## src/rtl/mem_port_req_adapter.sv

```systemverilog
// Val/rdy front-end for one port of the fixed-latency 4-port memory: issues en/we pulses,
// tracks ops for LAT cycles and queues responses. Define MEM_PORT_REQ_ADAPTER_FWD_EN to forward RAW data.
module mem_port_req_adapter #(
  parameter int WIDTH      = 32,
  parameter int IDX_SIZE   = 4,
  parameter int LAT        = 5,
  parameter int RESP_DEPTH = 8
) (
  input  logic                clk,
  input  logic                reset,
  input  logic                req_val,
  output logic                req_rdy,
  input  logic [IDX_SIZE-1:0] req_addr,
  input  logic                req_we,
  input  logic [WIDTH-1:0]    req_wdata,
  output logic                resp_val,
  input  logic                resp_rdy,
  output logic                resp_we,
  output logic [WIDTH-1:0]    resp_rdata,
  output logic                mem_en,
  output logic                mem_we,
  output logic [IDX_SIZE-1:0] mem_addr,
  output logic [WIDTH-1:0]    mem_wdata,
  input  logic [WIDTH-1:0]    mem_read_data
);
  localparam int PW = $clog2(RESP_DEPTH);
  localparam int CW = $clog2(LAT + RESP_DEPTH + 1);

  typedef struct packed {
    logic                we;
    logic [IDX_SIZE-1:0] addr;
`ifdef MEM_PORT_REQ_ADAPTER_FWD_EN
    logic [WIDTH-1:0]    wdata;
    logic                fwd;
    logic [WIDTH-1:0]    fdata;
`endif
  } stage_t;

  logic [LAT:1]   vld_pipe;
  stage_t         stg [1:LAT];
  stage_t         stg_in;
  logic           run, fire, credit_ok, push, pop;
  logic [CW-1:0]  in_flight;
  logic [PW-1:0]  wr_ptr, rd_ptr;
  logic [PW:0]    count;
  logic [WIDTH-1:0] push_data;
  logic           fifo_we   [RESP_DEPTH];
  logic [WIDTH-1:0] fifo_data [RESP_DEPTH];

  // Holds req_rdy low until the first edge after reset release.
  always_ff @(posedge clk or negedge reset)
    if (!reset) run <= 1'b0;
    else        run <= 1'b1;

  assign fire      = req_val && req_rdy;
  assign mem_en    = fire;
  assign mem_we    = fire && req_we;
  assign mem_addr  = req_addr;
  assign mem_wdata = req_wdata;

  always_comb begin
    in_flight = '0;
    for (int k = 1; k <= LAT; k++) in_flight = in_flight + CW'(vld_pipe[k]);
  end

  // Every tracked op owns a FIFO slot, so a completion can never overflow.
  assign credit_ok = (in_flight + CW'(count)) < CW'(RESP_DEPTH);

`ifdef MEM_PORT_REQ_ADAPTER_FWD_EN
  logic             fwd_hit;
  logic [WIDTH-1:0] fwd_data;
  always_comb begin
    fwd_hit  = 1'b0;
    fwd_data = '0;
    for (int k = LAT-1; k >= 1; k--)
      if (vld_pipe[k] && stg[k].we && stg[k].addr == req_addr) begin
        fwd_hit  = 1'b1;
        fwd_data = stg[k].wdata;
      end
  end
  assign req_rdy = run && credit_ok;
`else
  logic hazard;
  // Stage LAT is excluded: that write has already committed in the memory.
  always_comb begin
    hazard = 1'b0;
    for (int k = 1; k < LAT; k++)
      if (vld_pipe[k] && stg[k].we && stg[k].addr == req_addr) hazard = 1'b1;
    hazard = hazard && !req_we;
  end
  assign req_rdy = run && credit_ok && !hazard;
`endif

  always_comb begin
    stg_in      = '0;
    stg_in.we   = req_we;
    stg_in.addr = req_addr;
`ifdef MEM_PORT_REQ_ADAPTER_FWD_EN
    stg_in.wdata = req_wdata;
    stg_in.fwd   = fwd_hit && !req_we;
    stg_in.fdata = fwd_data;
`endif
  end

  always_ff @(posedge clk or negedge reset)
    if (!reset) vld_pipe <= '0;
    else        vld_pipe <= {vld_pipe[LAT-1:1], fire};

  always_ff @(posedge clk) begin
    stg[1] <= stg_in;
    for (int k = 2; k <= LAT; k++) stg[k] <= stg[k-1];
  end

  // Write acks carry zero rather than the memory's undefined write-cycle output.
  always_comb begin
    push_data = stg[LAT].we ? '0 : mem_read_data;
`ifdef MEM_PORT_REQ_ADAPTER_FWD_EN
    if (stg[LAT].fwd) push_data = stg[LAT].fdata;
`endif
  end

  assign push       = vld_pipe[LAT];
  assign resp_val   = (count != '0);
  assign pop        = resp_val && resp_rdy;
  assign resp_we    = fifo_we[rd_ptr];
  assign resp_rdata = fifo_data[rd_ptr];

  always_ff @(posedge clk)
    if (push) begin
      fifo_we[wr_ptr]   <= stg[LAT].we;
      fifo_data[wr_ptr] <= push_data;
    end

  always_ff @(posedge clk or negedge reset)
    if (!reset) begin
      wr_ptr <= '0;
      rd_ptr <= '0;
      count  <= '0;
    end else begin
      if (push) wr_ptr <= wr_ptr + 1'b1;
      if (pop)  rd_ptr <= rd_ptr + 1'b1;
      unique case ({push, pop})
        2'b10:   count <= count + 1'b1;
        2'b01:   count <= count - 1'b1;
        default: ;
      endcase
    end
endmodule
```

## config.mk

```make
export PLATFORM = sky130hd
export DESIGN_NAME = mem_port_req_adapter
export DESIGN_NICKNAME = d
export VERILOG_FILES = /design/src/rtl/mem_port_req_adapter.sv
export SDC_FILE = /design/constraint.sdc
export NUM_CORES = 1
export LEC_CHECK = 0
export ABC_AREA = 0
export CORE_ASPECT_RATIO = 0.7
export CORE_UTILIZATION = 35
export DETAILED_ROUTE_END_ITERATION = 10
export PLACE_DENSITY = 0.61
export SYNTH_ARGS = -nofsm -noshare
export SYNTH_HDL_FRONTEND = slang
export SYNTH_SLANG_ARGS = --single-unit
```

## constraint.sdc

```tcl
create_clock -name clk -period 3.81 [get_ports clk]
set_clock_uncertainty 0.15 [all_clocks]
set_input_delay 0.762 -clock clk [delete_from_list [all_inputs] [get_ports clk]]
set_output_delay 0.762 -clock clk [all_outputs]
set_load 0.03 [all_outputs]
```

# Word-level counts from Yosys, hierarchy flattened
# Memory sizes are Yosys's and may differ from the RTL's.
# Index checks and enable logic that the tools add are counted.
# word_totals
memories,3
ram_bits,289
register_bits,16
word_cells,50
in_bits,73
# memory_table
memory,words,word_bits,read_ports,rd_clocked_by_memory_dff,wr,line_no,source
fifo_data,8,32,1,0,1,48,logic [WIDTH-1:0] fifo_data [RESP_DEPTH];
stg,5,5,5,0,5,40,stage_t stg [1:LAT];
fifo_we,8,1,1,0,1,47,logic fifo_we [RESP_DEPTH];
# op_classes
n_lt_le_gt_ge,1
eq_ne,6
muxes,8
n_reduce_logical,18
n_addsub,9
# ops
cell,n
$mux W32,1
$eq A4 B4 Y1,4
$logic_and A1 B1 Y1,14
$pmux W4 S2,1
$add A3 B1 Y3 const B,2
$mux W1,6
$add A3 B1 Y4,1
$add A4 B1 Y4,1
$add A4 B1 Y4 const B,1
$add A4 B4 Y4,1
$lt A4 B4 Y1 const B,1
$reduce_bool A4 Y1,1
$sub A4 B1 Y4 const B,1
$add A2 B1 Y3,1
$add A1 B1 Y2,1
$eq A2 B1 Y1 const B,1
$eq A2 B2 Y1 const B,1
$logic_not A1 Y1,2
$reduce_bool A2 Y1,1

# Logic depth before layout (Yosys ltp)
# logic_depth
word_depth,11
depth_mapped,10

# Worst setup path before layout
# No wires, ideal clock.
# synth_path
kind,flip-flop to output port
startpoint,register vld_pipe[1] in the netlist's numbering
endpoint,output mem_en
arrival_time_ns,2.879
slack_ns,0.019
path_stages_with_launch,9
t_required_ns,2.898
path_buffers,0
cell_sequence,dfrtp_1 fa_1 fa_1 ha_1 a31o_2 a21oi_1 xor2_1 nand2_1 nor3b_1
# synth_between
elab_chain_cells,10
# synth_lines
item,line_no,source
from (decl),39,logic [LAT:1] vld_pipe;
from (signal assigned),107,"else vld_pipe <= {vld_pipe[LAT-1:1], fire};"
"parallel branches: the longest is 8 deep, another holds $add A3 B1 Y4",-,
$logic_and A1 B1 Y1 (*),91,assign req_rdy = run && credit_ok && !hazard;
$logic_and A1 B1 Y1 (*),55,assign fire = req_val && req_rdy;
to (decl),20,"output logic mem_en,"
# Every way passes the cells marked *.

# Worst setup path after layout
# Ends and elaborated chain as after synthesis.

==> run summary <==
result of the run -> finished, violations left
violations in the final reports -> setup timing
NumNets Final -> 737
hold bufs inserted after CTS -> 0
total overflow reported by the global router -> 0
Cell Count Post-Placement -> 1052
Detailed Place HPWL -> 13.9 mm
Final Max Tran Viols -> 0
total negative slack -> -0.393 ns
post-route non-filler standard cell count -> 1111
count of unresolved DRC violations after routing -> 0
async set-or-reset flop fraction in the synthesized netlist -> 5.32%
number of flops mapped to enable cells by yosys -> 264
final instance area -> 0.0141 mm2
share of cells above drive strength 1 -> 29.1%
clock buffer depth -> 3
CTS H-tree depth -> 1
maximum number of pins on one net before global-route repair -> 41
layout-stage area growth over the synthesis result -> 18.2%
clock tree from TritonCTS -> yes
die height -> 157 um
main combinational cell family by area after synthesis -> multiplexers
RSZ-0062 raised after global routing -> true
antenna violations before repair -> 0
count of mapped cells out of synthesis -> 574
IO Port Bufs -> 81
hold_sp -> stg[0][14]
worst reg2reg path depth -> 10
max frequency -> 250 MHz
minimum clock period after layout -> 4.00 ns
routed wire length -> 23.5 mm
wire length of the first global-routing pass -> 35.1 mm
yosys warns -> 0
number of placed I/O pins -> 146
number of global-route vias before repair -> 5735
per-cell via count in the routed design -> 4.89
core area -> 0.0336 mm2
sinks on the clock net -> 301
cell area after placement -> 0.0131 mm2
Die Width -> 223 um
Iter 0 DRT Violations -> 295
adder-cell share of the synthesized area -> 1.34%
number of register bits inferred by synthesis -> 301
Clk Latency, worst-skew pair -> 0.56 ns
Compound-Gate Fraction of Synth Area -> 0.335%
total of endpoints with negative setup slack in the final report -> 3
effective utilization at floorplan -> 35.6%
Synth Area per Inst -> 20.8 um2
Post-Synthesis Cell Area -> 0.0120 mm2
leakage component of the power -> 4.73 nW
global placer's final weighted congestion -> 0.765
nets in the synthesized netlist -> 658
number of nets still failing antenna checks after routing -> 0
number of max-capacitance violations reported -> 0
most frequently used flop master after synthesis -> sky130_fd_sc_hd__edfxtp_1
startpoint of the worst register-to-register path -> count[0]
clock-pin slew on the worst setup and hold paths -> 0.06 ns
detailed-route via count -> 5431
router iterations before antenna repair -> 4
kind of critical path -> reg2out
Die Outline Area -> 0.0349 mm2
share of the clock period used by the worst path -> 105%
reg-to-reg setup timing slack -> 1.06 ns
cell depth of the worst min-delay path -> 0
CTS buffer count -> 29
kind of end point of the critical path -> output port
sequential element share of the synthesized area -> 73.2%
total global routing track utilization -> 13.6%
power per cell area -> 745 mW/mm2
worst path required time -> 2.90 ns
Worst Tran Pin Value -> 1.11 ns
Worst IR Drop VDD -> 0.394 mV
synthesized-area fraction occupied by xor and xnor cells -> 1.83%
sink of the worst hold path -> stg[0][19]
biggest fanout along the worst timing path -> 3
root buf cell -> sky130_fd_sc_hd__clkbuf_16
hold crit path type -> reg2reg
Critical Path Source Type -> flip-flop
Synth cell types -> 33
worst path setup slack after routing -> -0.192 ns
Critical Path AT -> 3.09 ns
relative slew slack -> 26.2%
Power Total -> 10.5 mW
end of the worst register-to-register path -> count[3]
final hold viol count -> 0
mean routed wirelength per cell -> 21.2 um
mux share of post-synthesis cell area -> 16.5%
# diodes -> 0
area share of and/or/nand/nor cells after synthesis -> 2.95%
count of standard-cell rows -> 56
-- worst max-delay path, cell delays in order (launching register included) --
cell,delay [ns]
sky130_fd_sc_hd__dfrtp_1,0.41
sky130_fd_sc_hd__fa_1,0.52
sky130_fd_sc_hd__fa_2,0.37
sky130_fd_sc_hd__ha_4,0.21
sky130_fd_sc_hd__a31o_2,0.20
sky130_fd_sc_hd__a21oi_2,0.13
sky130_fd_sc_hd__xor2_1,0.16
sky130_fd_sc_hd__nand2_1,0.13
sky130_fd_sc_hd__nor3b_2,0.21
sky130_fd_sc_hd__buf_4,0.19
-- Yosys cell counts, types with 2 or more instances --
master | instances | area share (%)
sky130_fd_sc_hd__a21oi_1 | 2 | 0.084
sky130_fd_sc_hd__xor2_1 | 16 | 1.2
sky130_fd_sc_hd__nor3_1 | 6 | 0.25
sky130_fd_sc_hd__nand2b_1 | 3 | 0.16
sky130_fd_sc_hd__ha_1 | 8 | 0.84
sky130_fd_sc_hd__inv_1 | 4 | 0.13
sky130_fd_sc_hd__buf_4 | 36 | 2.3
sky130_fd_sc_hd__mux2_2 | 12 | 1.1
sky130_fd_sc_hd__dfxtp_1 | 21 | 3.5
sky130_fd_sc_hd__dfrtp_1 | 16 | 3.3
sky130_fd_sc_hd__fa_1 | 3 | 0.50
sky130_fd_sc_hd__nand4_1 | 4 | 0.21
sky130_fd_sc_hd__edfxtp_1 | 264 | 66
sky130_fd_sc_hd__buf_1 | 4 | 0.13
sky130_fd_sc_hd__buf_12 | 4 | 0.67
sky130_fd_sc_hd__buf_2 | 6 | 0.25
sky130_fd_sc_hd__clkbuf_1 | 8 | 0.25
sky130_fd_sc_hd__nand2_1 | 8 | 0.25
sky130_fd_sc_hd__nor2b_1 | 32 | 1.7
sky130_fd_sc_hd__xnor2_1 | 9 | 0.66
sky130_fd_sc_hd__nor2_1 | 9 | 0.28
sky130_fd_sc_hd__mux4_2 | 66 | 12
sky130_fd_sc_hd__mux2_4 | 23 | 2.9
-- routing by layer --
layer / wire, um / global-route usage [%] / up-vias
li1: - / - / 2390
met1: 10400 / 17.6 / 2891
met3: 704 / 2.52 / 44
met5: 0 / 0 / -
met4: 519 / 3.71 / 0
met2: 11900 / 23.6 / 106
-- cells in the final DEF, fill, tap and decap left out, drive strengths merged, types with 2 or more instances in the layout --
cell,synthesis,final
buf,51,29
mux4,66,66
ha,8,8
dfrtp,16,16
inv,5,8
nor3,6,6
nor2b,32,32
nand2b,3,3
xor2,16,16
a21oi,2,2
clkbuf,8,40
fa,3,3
nand2,8,8
xnor2,9,9
nor2,9,9
clkdlybuf4s50,0,78
nand4,4,4
mux2,35,35
edfxtp,264,264
clkinv,0,9
dfxtp,21,21
-- power breakdown --
group / total, mW / switching [mW] / internal [mW]
logic: 3.62 / 1.78 / 1.85
registers: 4.13 / 0.264 / 3.87
clock network: 2.77 / 1.17 / 1.60
total: 10.5 / 3.21 / 7.32
-- sequential cells by signal (all words and copies together) (netlist names) --
signal     count
count          4
fifo_data    256
fifo_we        8
rd_ptr         3
run            1
stg           21
vld_pipe       5
wr_ptr         3
-- how the worst max path moves through the flow --
stage             end         from  slack, ns  depth (start not counted)
6_report       mem_en  vld_pipe[1]      -0.19                          9
2_1_floorplan  mem_en  vld_pipe[1]       0.02                          8
3_5_place_dp   mem_en  vld_pipe[1]       0.19                          9
5_1_grt        mem_en  vld_pipe[1]      -0.31                          9
4_1_cts        mem_en  vld_pipe[2]      -0.24                          9
3_3_place_gp   mem_en  vld_pipe[1]       0.25                          9
-- metrics by stage --
| step | util, % | setup slack [ns] | hold WS, ns |
|---|---|---|---|
| final | 42.1 | -0.192 | 0.205 |
| after CTS | 42.1 | -0.244 | 0.207 |
| after global routing | 42.1 | -0.307 | 0.218 |
| after floorplan | - | 0.0189 | 0.180 |
| after global placement | 39.2 | 0.255 | 0.196 |
| after detailed placement | 39.2 | 0.194 | 0.195 |
-- cell type report --
cell class	count	area, um2
fillers	2889	19400
flip-flops and latches	301	8760
multi-input cells	209	2830
repair buffers	107	1050
clock buffers	40	835
well taps	435	544
clock inverters	14	101
inverters	5	18.8
-- cell families after synthesis --
logic type / Yosys count
mux: 102
fa+ha+maj: 11
xor+xnor: 25
other cells: 1
compound gates: 6
simple gates: 64
flops: 301
buf+inv: 64
-- repair_timing --
action / in CTS / in global routing
buffers inserted: 5 / 0
pin swaps: 7 / 5
resized for setup: 4 / 0
setup endpoints to repair: 26 / 3
No activity file was read; power rests on OpenSTA's default activity.
